`src/rtl/ram_port_arbiter.sv`:
```
// ram_port_arbiter: shares one single-port RAM between instruction fetch (port 0) and load/store (port 1).
module ram_port_arbiter #(
    parameter int ADDR_W     = 10,
    parameter int DATA_W     = 32,
    parameter int FIXED_PRIO = 0,
    parameter int MAX_WAIT   = 8
) (
    input  logic              clk,
    input  logic              rst_n,
    input  logic              p0_req,
    input  logic              p0_we,
    input  logic [ADDR_W-1:0] p0_addr,
    input  logic [DATA_W-1:0] p0_wdata,
    output logic              p0_gnt,
    output logic              p0_rvalid,
    output logic [DATA_W-1:0] p0_rdata,
    input  logic              p1_req,
    input  logic              p1_we,
    input  logic [ADDR_W-1:0] p1_addr,
    input  logic [DATA_W-1:0] p1_wdata,
    output logic              p1_gnt,
    output logic              p1_rvalid,
    output logic [DATA_W-1:0] p1_rdata,
    output logic              ram_wr_en,
    output logic [ADDR_W-1:0] ram_address,
    output logic [DATA_W-1:0] ram_data_in,
    input  logic [DATA_W-1:0] ram_data_out
);
    logic              r_last_gnt;
    logic              r_rd_owner_valid;
    logic              r_rd_owner;
    logic [7:0]        r_wait_cnt;
    logic [ADDR_W-1:0] r_addr_hold;
    logic              w_tie1;
    logic              w_any;
    always_comb begin
        w_tie1      = (FIXED_PRIO != 0) ? (r_wait_cnt != 8'(MAX_WAIT)) : !r_last_gnt;
        p1_gnt      = p1_req && (!p0_req || w_tie1);
        p0_gnt      = p0_req && !p1_gnt;
        w_any       = p0_gnt || p1_gnt;
        ram_wr_en   = p1_gnt ? p1_we : (p0_gnt && p0_we);
        ram_address = p1_gnt ? p1_addr : (p0_gnt ? p0_addr : r_addr_hold);
        ram_data_in = p1_gnt ? p1_wdata : p0_wdata;
    end
    // Idle cycles keep the last address on the RAM: an idle read is harmless.
    always_ff @(posedge clk or negedge rst_n) begin
        if (!rst_n) begin
            r_last_gnt       <= 1'b1;
            r_rd_owner_valid <= 1'b0;
            r_rd_owner       <= 1'b0;
            r_wait_cnt       <= 8'd0;
            r_addr_hold      <= '0;
        end else begin
            if (w_any) begin
                r_last_gnt  <= p1_gnt;
                r_rd_owner  <= p1_gnt;
                r_addr_hold <= ram_address;
            end
            r_rd_owner_valid <= w_any && !ram_wr_en;
            r_wait_cnt <= (FIXED_PRIO != 0 && p0_req && !p0_gnt)
                        ? ((r_wait_cnt == 8'(MAX_WAIT)) ? r_wait_cnt : r_wait_cnt + 8'd1)
                        : 8'd0;
        end
    end
    assign p0_rvalid = r_rd_owner_valid && !r_rd_owner;
    assign p1_rvalid = r_rd_owner_valid && r_rd_owner;
    assign p0_rdata  = ram_data_out;
    assign p1_rdata  = ram_data_out;
endmodule
```
`config.mk`:
```
export PLATFORM = sky130hd
export DESIGN_NAME = ram_port_arbiter
export DESIGN_NICKNAME = d
export VERILOG_FILES = /design/src/rtl/ram_port_arbiter.sv
export SDC_FILE = /design/constraint.sdc
export NUM_CORES = 1
export LEC_CHECK = 0
export CAP_MARGIN = 20
export CORE_AREA = 2 2 90 92
export CTS_CLUSTER_DIAMETER = 60
export DETAILED_ROUTE_END_ITERATION = 16
export DIE_AREA = 0 0 92 94
export HOLD_SLACK_MARGIN = 0.08
export PLACE_DENSITY_LB_ADDON = 0.1
export SLEW_MARGIN = 0
export SYNTH_ARGS = -nofsm -noshare
export SYNTH_HDL_FRONTEND = slang
export SYNTH_SLANG_ARGS = --single-unit
```
`constraint.sdc`:
```
create_clock -name clk -period 2.6 [get_ports clk]
set_input_delay 0.78 -clock clk [delete_from_list [all_inputs] [get_ports clk]]
set_output_delay 0.78 -clock clk [all_outputs]
set_load 0.02 [all_outputs]
```
Yosys cells after proc, flatten, opt, wreduce, memory -nomap -nowiden

Index checks and enable logic that the tools add are counted.

Register bits after elaboration: 13
Logic and storage cells: 21

Mux-type cells: 4
Reductions and logical operators: 13

Operator list:

| operator          | number |
|---|---|
| 32-bit 2-to-1 mux | 1 |
| 10-bit 2-to-1 mux | 2 |
| 1-bit logical AND | 6 |
| 1-bit zero test   | 5 |
| 1-bit logical OR  | 2 |
| 1-bit 2-to-1 mux  | 1 |

Logic depth before layout (Yosys ltp)

Depth in word-level cells: 9
Depth in mapped cells: 4
Mapped depth without buffers: 4

Least setup slack after synthesis

OpenSTA, ideal clock, no wires.

Path type: input to output
Start: input port p1_req
End: output port ram_data_in[24]
Arrival time: 1.681 ns
Setup slack: 0.139 ns
Cell stages on the path: 3
Buffers on the path: 1
Cells stage by stage: a21boi_4 buf_4 mux2_1

Word-level cells in the longest chain between the ends: 2

Ends and longest elaborated chain:

| element           | RTL line | source |
|---|---|---|
| start, declared   | 17       | `input logic p1_req,` |
| 1-bit logical AND | 38       | `p1_gnt = p1_req && (!p0_req \|\| w_tie1);` |
| via p1_gnt        | 21       | `output logic p1_gnt,` |
| 32-bit 2-to-1 mux | 43       | `ram_data_in = p1_gnt ? p1_wdata : p0_wdata;` |
| end, declared     | 26       | `output logic [DATA_W-1:0] ram_data_in,` |

The timed path passes the listed nets, and every way through them passes these cells.

Worst setup path after layout

Start: input port p1_req
End: output port ram_data_in[17]

Word-level cells in the longest chain between the ends: 2

Ends and longest elaborated chain:

| element           | RTL line |
|---|---|
| 1-bit logical AND | 38 |
| 32-bit 2-to-1 mux | 43 |

No other way between the ends.

==> metrics.md <==
| Metric | Value |
|---|---|
| P per Cell Area | `358 mW/mm^2` |
| Vias in the first global route | `1470` |
| Syn nets | `304` |
| Slowest CP cell | `mux2_1` |
| Total GRT Usage | `0.124` |
| Die width | `92 microns` |
| CP Max Fanout | `8` |
| Number of max-cap violations | `0` |
| Share of layout cells above drive strength 1 | `0.380` |
| Violated checks | `negative setup slack` |
| Final Core Density | `0.404` |
| Synth Cell Area | `0.00165 sq mm` |
| VDD IR max | `0.000246 V` |
| Final worst slack | `-0.0513 ns` |
| Crit path time final | `2.65 ns` |
| CTS Hold Bufs | `0` |
| Critical path launch point type | `primary input` |
| Worst path required time | `1.82 ns` |
| #FFs+latches synth | `13` |
| Crit share post-route | `1.02` |
| Diode count | `0` |
| Largest net degree at the start of global routing | `33` |
| Fillers | `748` |
| Pwr Total | `1.10 mW` |
| Initial antenna violation count | `0` |
| Most frequent cells in the layout | `80 x clkdlybuf4s50_1, 33 x buf_6, 24 x mux2_4` |
| Post-route ant nets | `0` |
| Placed wire-length estimate | `4680 microns` |
| Worst-Margin Slew | `0.628 ns` |
| RSZ-0062 raised after global routing | `true` |
| Crit path cell chain | `buf_8 > a21boi_4 > buf_4 > buf_6 > buf_16 > mux2_1 > buf_2` |
| Cell Rows | `32` |
| Global-route wire length before repair | `8420 microns` |
| Worst-skew pair later-pin latency | `0.24 ns` |
| Outcome | `finished, violations left` |
| Syn Area/Cell | `9.05 sq um` |
| Synth top area share | `0.305` |
| Die area | `0.00865 sq mm` |
| Htree depth | `1` |
| Mapped Cells | `182` |
| Post-Place Cells | `358` |
| Starting DRT DRC Count | `45` |
| Seq/Total Area, Yosys | `0.198` |
| PortBufs | `136` |
| Initial core utilization | `0.217` |
| Max-slew headroom | `0.580` |
| Max-slew violations | `0` |
| TritonCTS Sinks | `13` |
| Routed length per instance | `15.9 microns` |
| Min-Delay Path Depth | `2` |
| Fmax | `377 MHz` |
| Critical Path Sink Type | `output pin` |
| Final setup fails | `21` |
| I/O pins | `233` |
| Worst setup path class | `primary input to output pin` |
| Nets | `399` |
| Commonest non-fill, non-tap cell in the layout | `clkdlybuf4s50_1` |
| Worst path arrival time | `1.87 ns` |
| DRC viols | `0` |
| Worst hold path type | `register to register` |
| R2R depth | `4` |
| WL final | `6010 microns` |
| Core area | `0.00761 sq mm` |
| Primary FF master, synth | `dfrtp_1` |
| Root buffer cell | `clkbuf_8` |
| Post-Route Skew | `0.00162 ns` |
| Layout Cells excl Fill | `378` |
| LEAKAGE | `1.47 nW` |
| Setup slack at placement | `-0.841 ns` |
| DR vias | `1566` |
| Number of synthesized flops with an enable pin | `0` |
| Yosys warns | `0` |
| DRT Pass-1 Iters | `4` |
| TritonCTS Buffers | `3` |
| Synth unique cells | `20` |
| Synth area leaders | `buf_4 31%, mux2_1 18%, dfrtp_1 18%` |
| Fin Hold WS | `0.521 ns` |
| Max Root-Sink Buffers | `2` |
| GRT overflow | `0` |
| Hold Fails Final Rpt | `0` |
| Worst path max stage delay | `0.31 ns` |
| Synth async-reset ratio | `1.00` |
| Worst-path clk slew | `0.06 ns` |
| Gpl congestion | `0.726` |
| Via density | `4.14` |
| Layout area overhead | `86.3%` |
| Synth area leader | `buf_4` |
| Die height | `94 microns` |
| CTS tree | `done` |
## state kept, by name, indices dropped and copies added, names as in the netlist
signal and count:
r_addr_hold 10, r_rd_owner 1, r_rd_owner_valid 1, r_last_gnt 1
## report_power, final
group	total [mW]	switching, mW	internal, mW
Sequential	0.243	0.0113	0.231
Clock	0.179	0.0705	0.108
Combinational	0.679	0.274	0.406
## Yosys cell counts, types with 2 or more instances
| master | instances |
|---|---|
| dfrtp_1 | 12 |
| mux2_1 | 27 |
| nor2_1 | 2 |
| inv_1 | 3 |
| o21ai_0 | 21 |
| mux2_2 | 5 |
| mux2i_1 | 10 |
| buf_4 | 67 |
| a31oi_1 | 10 |
| clkbuf_1 | 6 |
| and3b_1 | 10 |
## cells by family (layout without fill, tap and decap cells)
kind of cell / count (synthesis) / in the layout / synth area share
buf+inv: 77 / 171 / 0.329
mux: 42 / 42 / 0.279
compound gates: 34 / 34 / 0.122
simple gates: 16 / 16 / 0.0714
flops: 13 / 13 / 0.198
## repair_timing
item | 4_1_cts | 5_1_grt
buffers inserted | 9 | 5
resized for setup | 226 | 88
pin swaps | 1 | 2
setup endpoints to repair | 45 | 43
cloned | 1 | 1
## cell type report
cell class | count | area (sq um) | area share
timing repair buffer | 164 | 1680 | 0.548
multi-input combinational | 92 | 876 | 0.285
clock buffer | 4 | 45.0 | 0.0147
inverter | 3 | 11.3 | 0.00367
tap | 102 | 128 | 0.0416
sequential | 13 | 327 | 0.106
## metal layers
layer / up-vias / GRT usage / wire length (microns)
met2: 91 / 0.235 / 3230
met3: 6 / 0.0361 / 529
li1: 759 / - / -
met4: 0 / 0.0124 / 14
met5: - / 0 / 0
met1: 710 / 0.141 / 2240
## path summary, 6_finish.rpt
kind / startpoint / endpoint / slack (ns)
setup / recovery: p1_req / ram_data_in[17] / -0.05
hold / removal: r_rd_owner / r_rd_owner / 0.52
setup reg to reg: r_last_gnt / r_addr_hold[4] / 1.27
hold reg to reg: r_rd_owner / r_rd_owner / 0.52
max in group asynchronous: rst_n / r_addr_hold[8] / 1.26
min in group asynchronous: rst_n / r_addr_hold[1] / 0.93
## worst max-delay path: cells and delay by family
kind	cells	cell delay, ns
buf+inv	5	0.58
mux	1	0.31
compound gates	1	0.19
## stage by stage
stage	TNS [ns]	cell area [sq um]
6_report	-0.568	3070
5_1_grt	-1.53	3070
4_1_cts	-0.580	2760
3_5_place_dp	-35.34	2720
3_3_place_gp	-34.49	2720
2_1_floorplan	0	1650
(Power assumes the default switching activity.)
